File: src/rtl/bka_seq_pkg.sv
// Shared constants and types for the wide-operand Brent-Kung add sequencer.
// Optional subtract mode in the top is enabled by BKA_WIDE_ADD_SEQ_SUB_EN.
package bka_seq_pkg;

    localparam int WORD_W = 22;

    typedef enum logic [1:0] {
        IDLE,
        RUN,
        DONE
    } state_t;

    function automatic int idx_w(input int words);
        return ($clog2(words) < 1) ? 1 : $clog2(words);
    endfunction

endpackage

File: src/rtl/bka_add_core.sv
// Combinational WORD_W-bit Brent-Kung adder with carry-in.
// res holds {carry-out, sum}.
module bka_add_core
    import bka_seq_pkg::*;
(
    input  logic [WORD_W-1:0] a,
    input  logic [WORD_W-1:0] b,
    input  logic              cin,
    output logic [WORD_W:0]   res
);

    localparam int N  = WORD_W;
    localparam int LV = $clog2(N);

    logic [N-1:0] pr;
    logic [N-1:0] g;
    logic [N-1:0] p;

    assign pr = a ^ b;

    // g[i] ends up as the carry out of bit i; cin folds into bit 0
    always_comb begin
        g    = a & b;
        p    = pr;
        g[0] = g[0] | (p[0] & cin);
        for (int l = 0; l < LV; l++) begin
            for (int i = 0; i < N; i++) begin
                if (((i + 1) % (2 << l)) == 0) begin
                    g[i] = g[i] | (p[i] & g[i - (1 << l)]);
                    p[i] = p[i] & p[i - (1 << l)];
                end
            end
        end
        for (int l = LV - 2; l >= 0; l--) begin
            for (int i = 0; i < N; i++) begin
                if ((((i + 1) % (2 << l)) == (1 << l))
                    && ((i + 1) > (2 << l))) begin
                    g[i] = g[i] | (p[i] & g[i - (1 << l)]);
                end
            end
        end
    end

    assign res = {g[N-1], pr ^ {g[N-2:0], cin}};

endmodule

File: src/rtl/bka_wide_add_seq.sv
// Wide adder streaming WORDS x 22-bit slices through one Brent-Kung core.
// Define BKA_WIDE_ADD_SEQ_SUB_EN to add the in_sub (A-B) port.
module bka_wide_add_seq
    import bka_seq_pkg::*;
#(
    parameter int WORDS = 4
) (
    input  logic                    clk,
    input  logic                    rst,
    input  logic                    in_valid,
    output logic                    in_ready,
    input  logic [WORDS*WORD_W-1:0] in_a,
    input  logic [WORDS*WORD_W-1:0] in_b,
`ifdef BKA_WIDE_ADD_SEQ_SUB_EN
    input  logic                    in_sub,
`endif
    input  logic                    in_cin,
    output logic                    out_valid,
    input  logic                    out_ready,
    output logic [WORDS*WORD_W-1:0] out_sum,
    output logic                    out_cout,
    output logic                    busy
);

    localparam int W  = WORDS * WORD_W;
    localparam int IW = idx_w(WORDS);
    localparam logic [IW-1:0] LAST = IW'(WORDS - 1);

    state_t            state;
    logic [IW-1:0]     idx;
    logic              cy;
    logic [W-1:0]      a_q;
    logic [W-1:0]      b_q;
    logic              sub_q;
    logic [WORD_W-1:0] a_s;
    logic [WORD_W-1:0] b_s;
    logic [WORD_W:0]   res;

`ifndef BKA_WIDE_ADD_SEQ_SUB_EN
    assign sub_q = 1'b0;
`endif

    assign a_s = a_q[idx*WORD_W +: WORD_W];
    assign b_s = b_q[idx*WORD_W +: WORD_W] ^ {WORD_W{sub_q}};

    bka_add_core u_core (
        .a   (a_s),
        .b   (b_s),
        .cin (cy),
        .res (res)
    );

    always_ff @(posedge clk) begin
        if (rst) begin
            state     <= IDLE;
            idx       <= '0;
            cy        <= 1'b0;
            a_q       <= '0;
            b_q       <= '0;
`ifdef BKA_WIDE_ADD_SEQ_SUB_EN
            sub_q     <= 1'b0;
`endif
            in_ready  <= 1'b1;
            out_valid <= 1'b0;
            out_sum   <= '0;
            out_cout  <= 1'b0;
            busy      <= 1'b0;
        end else begin
            unique case (state)
                IDLE: begin
                    if (in_valid) begin
                        a_q      <= in_a;
                        b_q      <= in_b;
                        idx      <= '0;
`ifdef BKA_WIDE_ADD_SEQ_SUB_EN
                        sub_q    <= in_sub;
                        cy       <= in_sub ? 1'b1 : in_cin;
`else
                        cy       <= in_cin;
`endif
                        in_ready <= 1'b0;
                        busy     <= 1'b1;
                        state    <= RUN;
                    end
                end
                RUN: begin
                    out_sum[idx*WORD_W +: WORD_W] <= res[WORD_W-1:0];
                    cy <= res[WORD_W];
                    if (idx == LAST) begin
                        out_cout  <= res[WORD_W];
                        out_valid <= 1'b1;
                        state     <= DONE;
                    end else begin
                        idx <= idx + 1'b1;
                    end
                end
                DONE: begin
                    if (out_ready) begin
                        out_valid <= 1'b0;
                        in_ready  <= 1'b1;
                        busy      <= 1'b0;
                        state     <= IDLE;
                    end
                end
                default: state <= IDLE;
            endcase
        end
    end

endmodule
File: config.mk
export PLATFORM = sky130hd
export DESIGN_NAME = bka_wide_add_seq
export DESIGN_NICKNAME = d
export VERILOG_FILES = /design/src/rtl/bka_seq_pkg.sv /design/src/rtl/bka_add_core.sv /design/src/rtl/bka_wide_add_seq.sv
export SDC_FILE = /design/constraint.sdc
export NUM_CORES = 1
export LEC_CHECK = 0
export CAP_MARGIN = 5
export CORE_ASPECT_RATIO = 0.7
export CORE_MARGIN = 2
export CORE_UTILIZATION = 38
export DETAILED_ROUTE_END_ITERATION = 7
export GPL_ROUTABILITY_DRIVEN = 0
export SYNTH_ARGS = -nofsm -noshare
export SYNTH_HDL_FRONTEND = slang
export SYNTH_SLANG_ARGS = --single-unit
File: constraint.sdc
create_clock -name clk -period 6.1 [get_ports clk]
set_clock_uncertainty 0.15 [all_clocks]
set_input_delay 1.83 -clock clk [delete_from_list [all_inputs] [get_ports clk]]
set_output_delay 1.83 -clock clk [all_outputs]
set_load 0.005 [all_outputs]
==> metrics.yaml <==
logic_synthesis:
  syn_inst: 1523
  synth-compound-area-share_pct: 17.6
  synth_top_area_cell: "dfxtp_1"
  synth_fa_ha_area_share_pct: 4.35
  synthSimpleGateAreaFrac_pct: 19.4
  synth.area.mux_share_pct: 10.5
  synth_commonest_cells: "nand2_1, dfxtp_1, a21oi_1"
  synth_area_um2: 13000
  yosysWarnings: 0
  synth_ff_type: "dfxtp_1"
  yosysMostFrequentCell: "nand2_1"
  synthXorXnorAreaFrac_pct: 1.56
  synth_top_area_share_pct: 42.1
  ys_async_sr_fraction_pct: 0
  synth_nets: 1742
  synth.distinct_cells: 67
  synth_edf_count: 0
  avgSynthCellArea_um2: 8.53
  seq_area_frac_synth_pct: 42.1
  synth-seq-cells: 273
  synthTopCellsByArea: "dfxtp_1, nand2_1, mux4_2, a21oi_1, ha_1"
  synth_top_family_by_area: "simple AND/OR/NAND/NOR gates"
power:
  power_frac_comb_pct: 20.0
  p_clk_share_pct: 38.8
  intPower_w: 0.00336
  seqPwrFrac_pct: 41.2
  p_sw_w: 0.00133
  p_per_area_nw_per_um2: 277
  leakage_nw: 6.14
  ir_drop_v: 0.000192
  swShare_pct: 28.3
floorplan:
  num_io_pins: 273
  fp.dieW_um: 225
  fp.coreArea_um2: 33600
  fp.dieArea_um2: 35700
  die_y_um: 159
  start_util_pct: 38.7
  num_rows: 56
sta:
  slew_viol_final: 0
  tns_ps: 0
  hold_violations: 0
  setup_violations: 0
  setup_ws_ps: 771
  rsz0062_at_grt: "false"
  min_period_over_period_pct: 87.4
  min_period_ps: 5330
  worst_pin_slew_ps: 1130
  max_slew_margin_pct: 24.8
  clock.fmax_mhz: 188
clocking:
  root_buffer: "clkbuf_16"
  numCtsBuffers: 28
  cts_tree: "yes"
  clock_path_buffers: 3
  cts_max_level: 1
  post_cts_resized: 0
  holdBufCountCts: 0
  clk_pin_slew_worst_paths_ps: 70
  clock_latency_ps: 550
  clock_sinks: 273
  postCtsSetupRepairBufs: 0
placement:
  hpwl_um: 34800
  port_buffers: 272
  dpl-instance-area_um2: 16000
  place_ws_ps: 952
  dpl.cell_count: 2135
worst_setup_path:
  critPathMaxFanout: 18
  rr_startpoint: "idx[0]"
  end_kind: "register"
  worst-setup-path-type: "register to register"
  rrSetupSlack_ps: 770
  required_ps: 6410
  arrival_ps: 5640
  r2r_end: "out_sum[66]"
  ff2ff_path_depth: 16
  crit_path_start_kind: "register"
min_path:
  hold_class: "register to register"
  min_to: "b_q[80]"
  hp-start: "b_q[80]"
  hold_depth: 2
detailed_routing:
  vias_per_cell: 5.60
  first_pass_iters: 6
  vias: 12200
  dr_wl_met3_um: 5430
  dr_wl_met2_um: 18500
  drt-total-wl_um: 47200
  top_layer_used: "met5"
  first_iter_violations: 1402
  drc: 0
  post_drt_wl_per_cell_um: 21.6
  ant_nets: 0
  drt-met1-wl_um: 22300
cells_and_area:
  n_fill_cell: 3237
  instances_no_fill: 2186
  drive_above_1_share_pct: 8.23
  fin_area_um2: 17000
  nNetsFinal: 1949
  syn_to_final_growth_pct: 30.5
global_routing:
  grt_usage_pct: 25.9
  grt_pass1_wl_um: 71300
  grt_max_degree: 105
  grt.overflow.total: 0
  antenna_found_initial: 3
  grt_pass1_vias: 11700
flow_run:
  maxCapViolCount: 0
run_status:
  status: "finished clean"
## power groups by stage
stage	logic [W]	clock network (W)	registers, W
final	0.000940	0.00182	0.00193
after global routing	0.00100	0.00193	0.00194
after CTS	0.000919	0.00185	0.00193
after detailed placement	0.000914	0	0.00197
after global placement	0.000908	0	0.00197
after floorplan	0.000547	0	0.00195
## logic make-up after synthesis
group	Yosys count
AOI/OAI and AO/OA	377
muxes	69
DFF	273
adders and majority gates	38
xor gates and xnor gates	21
and+or+nand+nor	609
buffers and inverters	136
## sequential cells by signal (all words and copies together), names as in the netlist
register,count
a_q,88
b_q,88
out_sum,88
idx,2
state,2
busy,1
cy,1
in_ready,1
out_cout,1
out_valid,1
## metal layers
metal | up-vias | track usage (%)
met5 | - | 1.82
met4 | 6 | 4.88
met3 | 78 | 8.75
met2 | 570 | 34.4
met1 | 5870 | 39.9
li1 | 5712 | -
## worst max-delay path: stages, from the launching register on
cell and delay, ps:
dfxtp_4 390, buf_4 350, mux4_2 580, fa_1 470
a21oi_1 200, nor2_1 90, o21ai_0 290, a21boi_0 170
nor2_1 220, a21oi_1 120, fa_1 620, and3_1 240
a31o_2 220, nor2_1 60, a211oi_1 650, nand3_1 150
a311oi_1 270
## area by class of cell
| type | instances | area (um^2) | area share (%) |
|---|---|---|---|
| diodes | 1 | 2.50 | 0.0148 |
| multi-input cells | 1114 | 6960 | 41.0 |
| inverters | 21 | 78.8 | 0.465 |
| clock buffers | 43 | 828 | 4.89 |
| repair buffers | 292 | 2930 | 17.3 |
| flip-flops and latches | 273 | 5470 | 32.3 |
| clock inverters | 7 | 145 | 0.856 |
| well taps | 435 | 544 | 3.21 |
## layout by cell type, fill, tap and decap left out, types with 8 or more instances in the layout
master           Yosys  final
clkbuf_1            77      9
clkbuf_16            0     29
buf_4                6     16
nand2_1            426    426
dfxtp_1            273    271
nor3_1              21     21
o22ai_1             13     13
mux2i_1             13     13
nand3_1             21     21
a21o_1               8      8
a22oi_1             19     19
inv_1               19     19
nor2b_1             11     11
clkdlybuf4s50_1      0    271
xnor2_1             11     11
a22o_1              14     14
o21ai_0             28     28
ha_1                26     26
fa_1                12     12
a21oi_1            226    225
xor2_1               9      9
a221oi_1            15     15
nand2b_1            15     15
mux4_2              54     54
nor2_1              82     81
## how the worst max path moves through the flow
| stage | startpoint | endpoint | slack, ps | cells after the start |
|---|---|---|---|---|
| 4_1_cts | idx[0] | out_sum[66] | 930 | 16 |
| 5_1_grt | idx[0] | out_sum[66] | 530 | 16 |
| 6_report | idx[0] | out_sum[66] | 770 | 16 |
| 3_3_place_gp | idx[0] | out_sum[66] | 1060 | 16 |
| 2_1_floorplan | idx[0] | out_sum[78] | 990 | 19 |
| 3_5_place_dp | idx[0] | out_sum[66] | 950 | 16 |
## through the flow
| step | hold WS, ps | util, % | total power (W) |
|---|---|---|---|
| floorplan | 283 | - | 0.00249 |
| global placement | 289 | 47.6 | 0.00288 |
| detailed placement | 294 | 47.6 | 0.00288 |
| CTS | 303 | 50.5 | 0.00470 |
| global route | 317 | 50.5 | 0.00487 |
| finish | 300 | 50.5 | 0.00469 |
Note: power is estimated with default switching activity, not from simulation.
